[src/rtl/fifo_read_ctrl.sv]
// Burst read controller: pops N words from a synchronous FIFO through a
// 2-entry output buffer onto a valid/ready stream, with abort and sticky underflow.
module fifo_read_ctrl #(
    parameter int WIDTH     = 8,
    parameter int FIFO_SIZE = 16,
    parameter int PTR       = $clog2(FIFO_SIZE)
) (
    input  logic             clk,
    input  logic             reset,
    input  logic             start,
    input  logic             abort,
    input  logic [PTR:0]     burst_len,
    output logic             fifo_rd_en,
    input  logic [WIDTH-1:0] fifo_rdata,
    input  logic             fifo_empty,
    input  logic             fifo_underflow,
    output logic             m_valid,
    output logic [WIDTH-1:0] m_data,
    input  logic             m_ready,
    output logic             busy,
    output logic             done,
    output logic [PTR:0]     rd_count,
    output logic             err_underflow
);
    typedef enum logic [1:0] {IDLE, RUN, FLUSH, DONE} state_t;

    localparam logic [PTR:0] ONE = {{PTR{1'b0}}, 1'b1};

    state_t           state;
    logic [PTR:0]     remaining;
    logic [1:0]       occ;
    logic             inflight;
    logic [WIDTH-1:0] entry0;
    logic [WIDTH-1:0] entry1;
    logic             pop;
    logic             active;
    logic [2:0]       load;

    assign m_valid = (occ != 2'd0);
    assign m_data  = entry0;
    assign pop     = m_valid && m_ready;
    assign active  = (state == RUN) || (state == FLUSH);

    // The word leaving this cycle frees its slot, so reads can issue back to back.
    assign load = {1'b0, occ} + {2'b00, inflight} - {2'b00, pop};

    assign fifo_rd_en = (state == RUN) && !fifo_empty &&
                        (remaining != '0) && (load < 3'd2);

    always_ff @(posedge clk) begin
        if (reset) begin
            state         <= IDLE;
            remaining     <= '0;
            occ           <= 2'd0;
            inflight      <= 1'b0;
            entry0        <= '0;
            entry1        <= '0;
            rd_count      <= '0;
            err_underflow <= 1'b0;
            busy          <= 1'b0;
            done          <= 1'b0;
        end else begin
            done <= 1'b0;
            if (abort && active) begin
                state     <= IDLE;
                busy      <= 1'b0;
                occ       <= 2'd0;
                inflight  <= 1'b0;
                remaining <= '0;
            end else begin
                inflight <= fifo_rd_en;
                occ      <= load[1:0];
                if (fifo_rd_en) begin
                    remaining <= remaining - ONE;
                    rd_count  <= rd_count + ONE;
                end
                // entry0 is always the oldest word
                case ({inflight, pop})
                    2'b10: begin
                        if (occ == 2'd0) entry0 <= fifo_rdata;
                        else             entry1 <= fifo_rdata;
                    end
                    2'b01: entry0 <= entry1;
                    2'b11: begin
                        if (occ == 2'd2) begin
                            entry0 <= entry1;
                            entry1 <= fifo_rdata;
                        end else begin
                            entry0 <= fifo_rdata;
                        end
                    end
                    default: ;
                endcase
                case (state)
                    IDLE: begin
                        if (start) begin
                            remaining <= burst_len;
                            rd_count  <= '0;
                            if (burst_len == '0) begin
                                state <= DONE;
                                done  <= 1'b1;
                            end else begin
                                state <= RUN;
                                busy  <= 1'b1;
                            end
                        end
                    end
                    RUN: begin
                        if (remaining == '0) state <= FLUSH;
                    end
                    FLUSH: begin
                        if (occ == 2'd0 && !inflight) begin
                            state <= DONE;
                            busy  <= 1'b0;
                            done  <= 1'b1;
                        end
                    end
                    DONE:    state <= IDLE;
                    default: state <= IDLE;
                endcase
            end
            if (fifo_underflow)
                err_underflow <= 1'b1;
            else if (start && state == IDLE)
                err_underflow <= 1'b0;
        end
    end
endmodule

[config.mk]
export PLATFORM = sky130hd
export DESIGN_NAME = fifo_read_ctrl
export DESIGN_NICKNAME = d
export VERILOG_FILES = /design/src/rtl/fifo_read_ctrl.sv
export SDC_FILE = /design/constraint.sdc
export NUM_CORES = 1
export LEC_CHECK = 0
export ABC_AREA = 0
export CAP_MARGIN = 20
export CORE_MARGIN = 5
export CORE_UTILIZATION = 30
export DETAILED_ROUTE_END_ITERATION = 6
export PLACE_DENSITY = 0.59
export SLEW_MARGIN = 15
export SYNTH_ARGS = -nofsm -noshare
export SYNTH_HDL_FRONTEND = slang
export SYNTH_SLANG_ARGS = --single-unit
[constraint.sdc]
create_clock -name clk -period 4.8 [get_ports clk]
set_input_delay 0.96 -clock clk [delete_from_list [all_inputs] [get_ports clk]]
set_output_delay 0.96 -clock clk [all_outputs]
set_load 0.03 [all_outputs]
Word level (Yosys, flattened, before mapping) --
Index checks and enable logic that the tools add are counted.
Storage, ports and cells: output and inout bits 18, word-level logic and storage cells 82, bits of input ports 20, register bits 34
Operators by class: equality and inequality tests 14, mux-type cells 27, reductions and logical operators 25, bitwise logic cells 1, order comparisons 1, $add $sub $neg 4
Operators by type and width (count):
- 8-bit 2-to-1 mux | 4
- 5-bit 2-to-1 mux | 6
- 8-bit case mux with 3 select lines | 1
- 8-bit case mux with 2 select lines | 1
- 2-bit == test (second input constant) | 5
- 5-bit logical NOT | 2
- 2-bit inequality test (second input constant) | 5
- 1-bit 2-to-1 mux | 8
- 2-bit 2-to-1 mux | 4
- 2-bit case mux with 4 select lines | 1
- 4-bit AND reduction | 2
- 2-bit nonzero test | 4
- 1-bit logical AND | 7
- 3-bit AND reduction | 2
- 5-bit by 1-bit adder with 5-bit output (second input constant) | 1
- 5-bit nonzero test | 1
- 5-bit by 1-bit subtractor with 5-bit output (second input constant) | 1
- 2-bit by 1-bit == test with 1-bit output (second input constant) | 2
- 2-bit logical NOT | 2
- 2-bit by 1-bit inequality test with 1-bit output (second input constant) | 2
- 1-bit case mux with 2 select lines | 2
- 2-bit by 1-bit adder with 3-bit output | 1
- 3-bit by 2-bit < comparator with 1-bit output (second input constant) | 1
- 3-bit nonzero test | 1
- other kinds (5) | 6

Depth between registers and ports, before layout --
depth after elaboration 8, gate-level depth with buffers 13, mapped depth without buffers 11

Worst setup path after synthesis --
Ideal clock, no wire load.
path kind reg-to-output, start point reg occ[1], end point out fifo_rd_en, path buffers 2, stages on the path, launching flop included 12, setup slack 1.038 ns, arrival 2.802 ns, path through dfxtp_1 > or2_2 > clkbuf_1 > and2_1 > ha_1 > inv_1 > ha_1 > fa_1 > xor2_2 > nand4_2 > buf_4 > inv_1
Between the ends: word-level cells in the longest chain between the ends 5, elaborated cells on any way between the ends 6, classes of those cells add/sub (2); order compare (1); reduce/logical (3)
RTL lines:
- start: declaration | RTL line 31 | logic [1:0] occ;
- start signal: assignment | RTL line 72 | occ <= load[1:0];
- 2-bit nonzero test | RTL line 39 | assign m_valid = (occ != 2'd0);
- named net m_valid | RTL line 17 | output logic m_valid,
- 1-bit logical AND | RTL line 41 | assign pop = m_valid && m_ready;
- 3-bit by 1-bit subtractor with 3-bit output | RTL line 45 | assign load = {1'b0, occ} + {2'b00, inflight} - {2'b00, pop};
- 3-bit by 2-bit < comparator with 1-bit output | RTL line 48 | (remaining != '0) && (load < 3'd2);
- 1-bit logical AND | RTL line 48
- end: declaration | RTL line 13 | output logic fifo_rd_en,
The timed path passes the listed nets, and every way through them passes these cells.

Final worst setup path --
start point in m_ready, end point out fifo_rd_en
Between the ends: word-level cells in the longest chain between the ends 4
RTL lines:
- start: declaration | RTL line 19 | input logic m_ready,
- 1-bit logical AND | RTL line 41
- 3-bit by 1-bit subtractor with 3-bit output | RTL line 45
- 3-bit by 2-bit < comparator with 1-bit output | RTL line 48
- 1-bit logical AND | RTL line 48
Every way passes these cells.

==> flow_summary_export.csv <==
group,metric,value,unit
layout,seqCellArea,680.7,µm²
route,dr.pass1.iters,4,
clock_network,clk_pin_slew_worst_paths,0.08,ns
timing,setup_ws,0.2130,ns
yosys,netlist.area_leader.share,40.00,%
die,die_h,85.32,µm
route,via_per_inst,5.123,
grt,antenna_found_initial,0,
timing,skew,0.01641,ns
clock_network,holdBufCountCts,0,
yosys,yosys-mux-area-fraction,6.471,%
clock_network,cts-root-buf,"clkbuf_8",
route,drc,0,
clock_network,cts_sinks,34,
yosys,synth_nets,222,
timing,rsz0062_at_grt,"no",
grt,grt.total_usage,12.26,%
placed_design,place_congestion,0.7746,
timing,slew_violations,0,
die,die_w,85.32,µm
grt,use_met1,15.93,%
yosys,synth_top_family_by_area,"simple AND/OR/NAND/NOR gates",
power,pwr-share-comb,44.7,%
placed_design,dp.cells,293,
power,clock_power_share,22.1,%
outcome,status,"finished clean",
yosys,synth_area_per_cell,8.956,µm²
yosys,synth-async-reset-ratio,0,%
die,start_util,30.90,%
yosys,synth-simple-area-share,19.63,%
die,ios,38,
layout,post-route-cell-area,2248,µm²
timing,hold_viol_final,0,
worst_setup_path,slowest_delay,0.68,ns
job,drv_cap,0,
timing,fin_crit,4.587,ns
placed_design,placed_cell_area,2138,µm²
route,ant_nets,0,
layout,fin_util,40.83,%
yosys,synth.largest_area_cell,"dfxtp_1",
worst_setup_path,critPathCaptureType,"primary output",
power,sequentialPowerShare,33.1,%
yosys,seq_area_frac_synth,40.00,%
power,cellLeakagePower,0.8203,nW
timing,worstMarginPinSlew,0.8171,ns
worst_setup_path,arrival,3.63,ns
placed_design,pre_cts_slack,0.1908,ns
worst_setup_path,crit_required,3.84,ns
grt,grt_pass1_vias,1527,
power,p_sw_share,39.91,%
clock_network,cts_setup_buffers,0,
route,initialDrtViolationCount,91,
die,fp.coreArea,5507,µm²
clock_network,clk_latency,0.29,ns
worst_setup_path,crit_chain,"clkdlybuf4s50_1, and2_1, ha_1, inv_1, ha_1, fa_1, xor2_2, nand4_2, inv_1, clkdlybuf4s50_1",
grt,grt_max_degree,22,
route,totalWireLength,4177,µm
layout,area_growth,32.13,%
clock_network,cts_max_path_buffers,2,
grt,gr-usage-met2,19.35,%
placed_design,place_hpwl,3032,µm
layout,fill_cells,567,
hold_path,hold_path_class,"reg -> reg",
power,power,1.174,mW
timing,finalSetupViolCount,0,
route,wl_per_cell,13.88,µm
yosys,ys_types,39,
power,p_int,705.2,µW
timing,slew_headroom,45.36,%
grt,use_met3,4.369,%
clock_network,cts_made_buffers,5,
yosys,synth_edf_count,0,
yosys,synth-seq-cells,34,
yosys,yosys_warnings,0,
route,vias,1542,
timing,max_freq,218.0,MHz
yosys,yosys-top-cells-area,"dfxtp_1, ha_1, mux2i_1, nor2_1, a221oi_1",
yosys,synthXorXnorAreaFrac,1.985,%
power,ir_worst_vdd,0.1893,mV
yosys,synth_flop_cell,"dfxtp_1",
yosys,netlist_area,1702,µm²
worst_setup_path,critPathTopFamily,"buffers and inverters",
power,switchingPower,468.5,µW
timing,fin_tns_setup,0,ns
layout,drive_above_1_share,5.240,%
timing,hold-worst-slack,0.4803,ns
die,rows,27,
layout,finalNonFillerCells,301,
yosys,synth_compound_area_share,17.72,%
die,dieArea,7279,µm²
worst_setup_path,worstPathMaxFanout,4,
clock_network,post_cts_resized,0,
yosys,synth_fa_ha_area_share,9.265,%
yosys,syn_inst,190,
grt,grt.busiest_layer,"met2",
timing,finalCritPeriodShare,95.56,%
grt,grt_pass1_wl,7189,µm
clock_network,htree_num_levels,2,
layout,nets,260,
layout,n_antenna_cell,0,
layout,multi_input_area,937.1,µm²
worst_setup_path,crit_type,"in -> out",
power,power_density,522.0,nW/µm²
placed_design,numPortBuffers,37,
grt,grt.overflow.total,0,
worst_setup_path,slowest_stage,"clkdlybuf4s50_1",
worst_setup_path,critical_path.startpoint_type,"primary input",
clock_network,cts_tree,"built",
worst_setup_path,path_buf_inv,4,
==> tightest hold or removal path, delay by kind of cell (launching register included) <==
kind	cells	cell delay, ns
AO/OA/AOI/OAI	2	0.11
flip-flops	1	0.32
==> cell type report <==
type,instances,share of cell area [%]
clock buffers,6,3.228
inverters,14,2.337
repair buffers,38,16.81
well taps,72,4.007
clock inverters,2,1.669
flip-flops and latches,34,30.27
multi-input cells,135,41.68
==> layout by cell type, fill, tap and decap left out, types with 3 or more instances in the layout <==
cell type	synthesis	layout
a21oi_1	11	11
clkbuf_8	0	5
a221oi_1	9	9
and2_1	5	5
dfxtp_1	34	34
nor3_1	10	10
nand2_1	7	7
nand3_1	6	6
mux2i_1	11	11
o21ai_0	10	10
nor2_1	22	22
inv_1	14	14
clkdlybuf4s50_1	0	37
or4_1	5	5
ha_1	11	11
or3_1	4	4
o31ai_1	3	3
==> power groups by stage <==
stage / clock [mW] / combinational, mW / sequential (mW)
finish: 0.260 / 0.525 / 0.389
global route: 0.278 / 0.586 / 0.398
CTS: 0.269 / 0.529 / 0.389
detailed placement: 0 / 0.522 / 0.395
global placement: 0 / 0.520 / 0.394
floorplan: 0 / 0.302 / 0.445
==> sequential cells by signal, indices dropped and copies added, names as in the netlist <==
signal         cells
busy               1
done               1
entry1             8
err_underflow      1
inflight           1
m_data             8
occ                2
rd_count           5
remaining          5
state              2
==> kinds of logic (layout without fill, tap and decap cells) <==
group,Yosys count,count (layout)
muxes,11,11
xor gates and xnor gates,3,3
buffers and inverters,21,60
DFF,34,34
and+or+nand+nor,65,65
AOI/OAI and AO/OA,44,44
adders and majority gates,12,12
==> synth_stat cells, types with 3 or more instances <==
library cell and instances:
nor2_1 22, o31ai_1 3, inv_1 14, or3_1 4, or4_1 5, clkbuf_1 5, nor3_1 10, dfxtp_1 34
nand3_1 6, a221oi_1 9, a21oi_1 11, mux2i_1 11, nand2_1 7, o21ai_0 10, and2_1 5, ha_1 11
==> metal layers <==
metal  vias up  share of wire (%)
met5         -                  0
met4         0               0.55
met3         5                7.4
met2        55                 45
met1       722                 47
li1        760                  -
==> final timing paths <==
check	startpoint	end	slack (ns)	depth (start not counted)
max	m_ready	fifo_rd_en	0.21	10
min	rd_count[4]	rd_count[4]	0.48	2
max reg2reg	occ[1]	rd_count[3]	1.65	11
min reg2reg	rd_count[4]	rd_count[4]	0.48	2
Power figures use the tool's default switching activity.
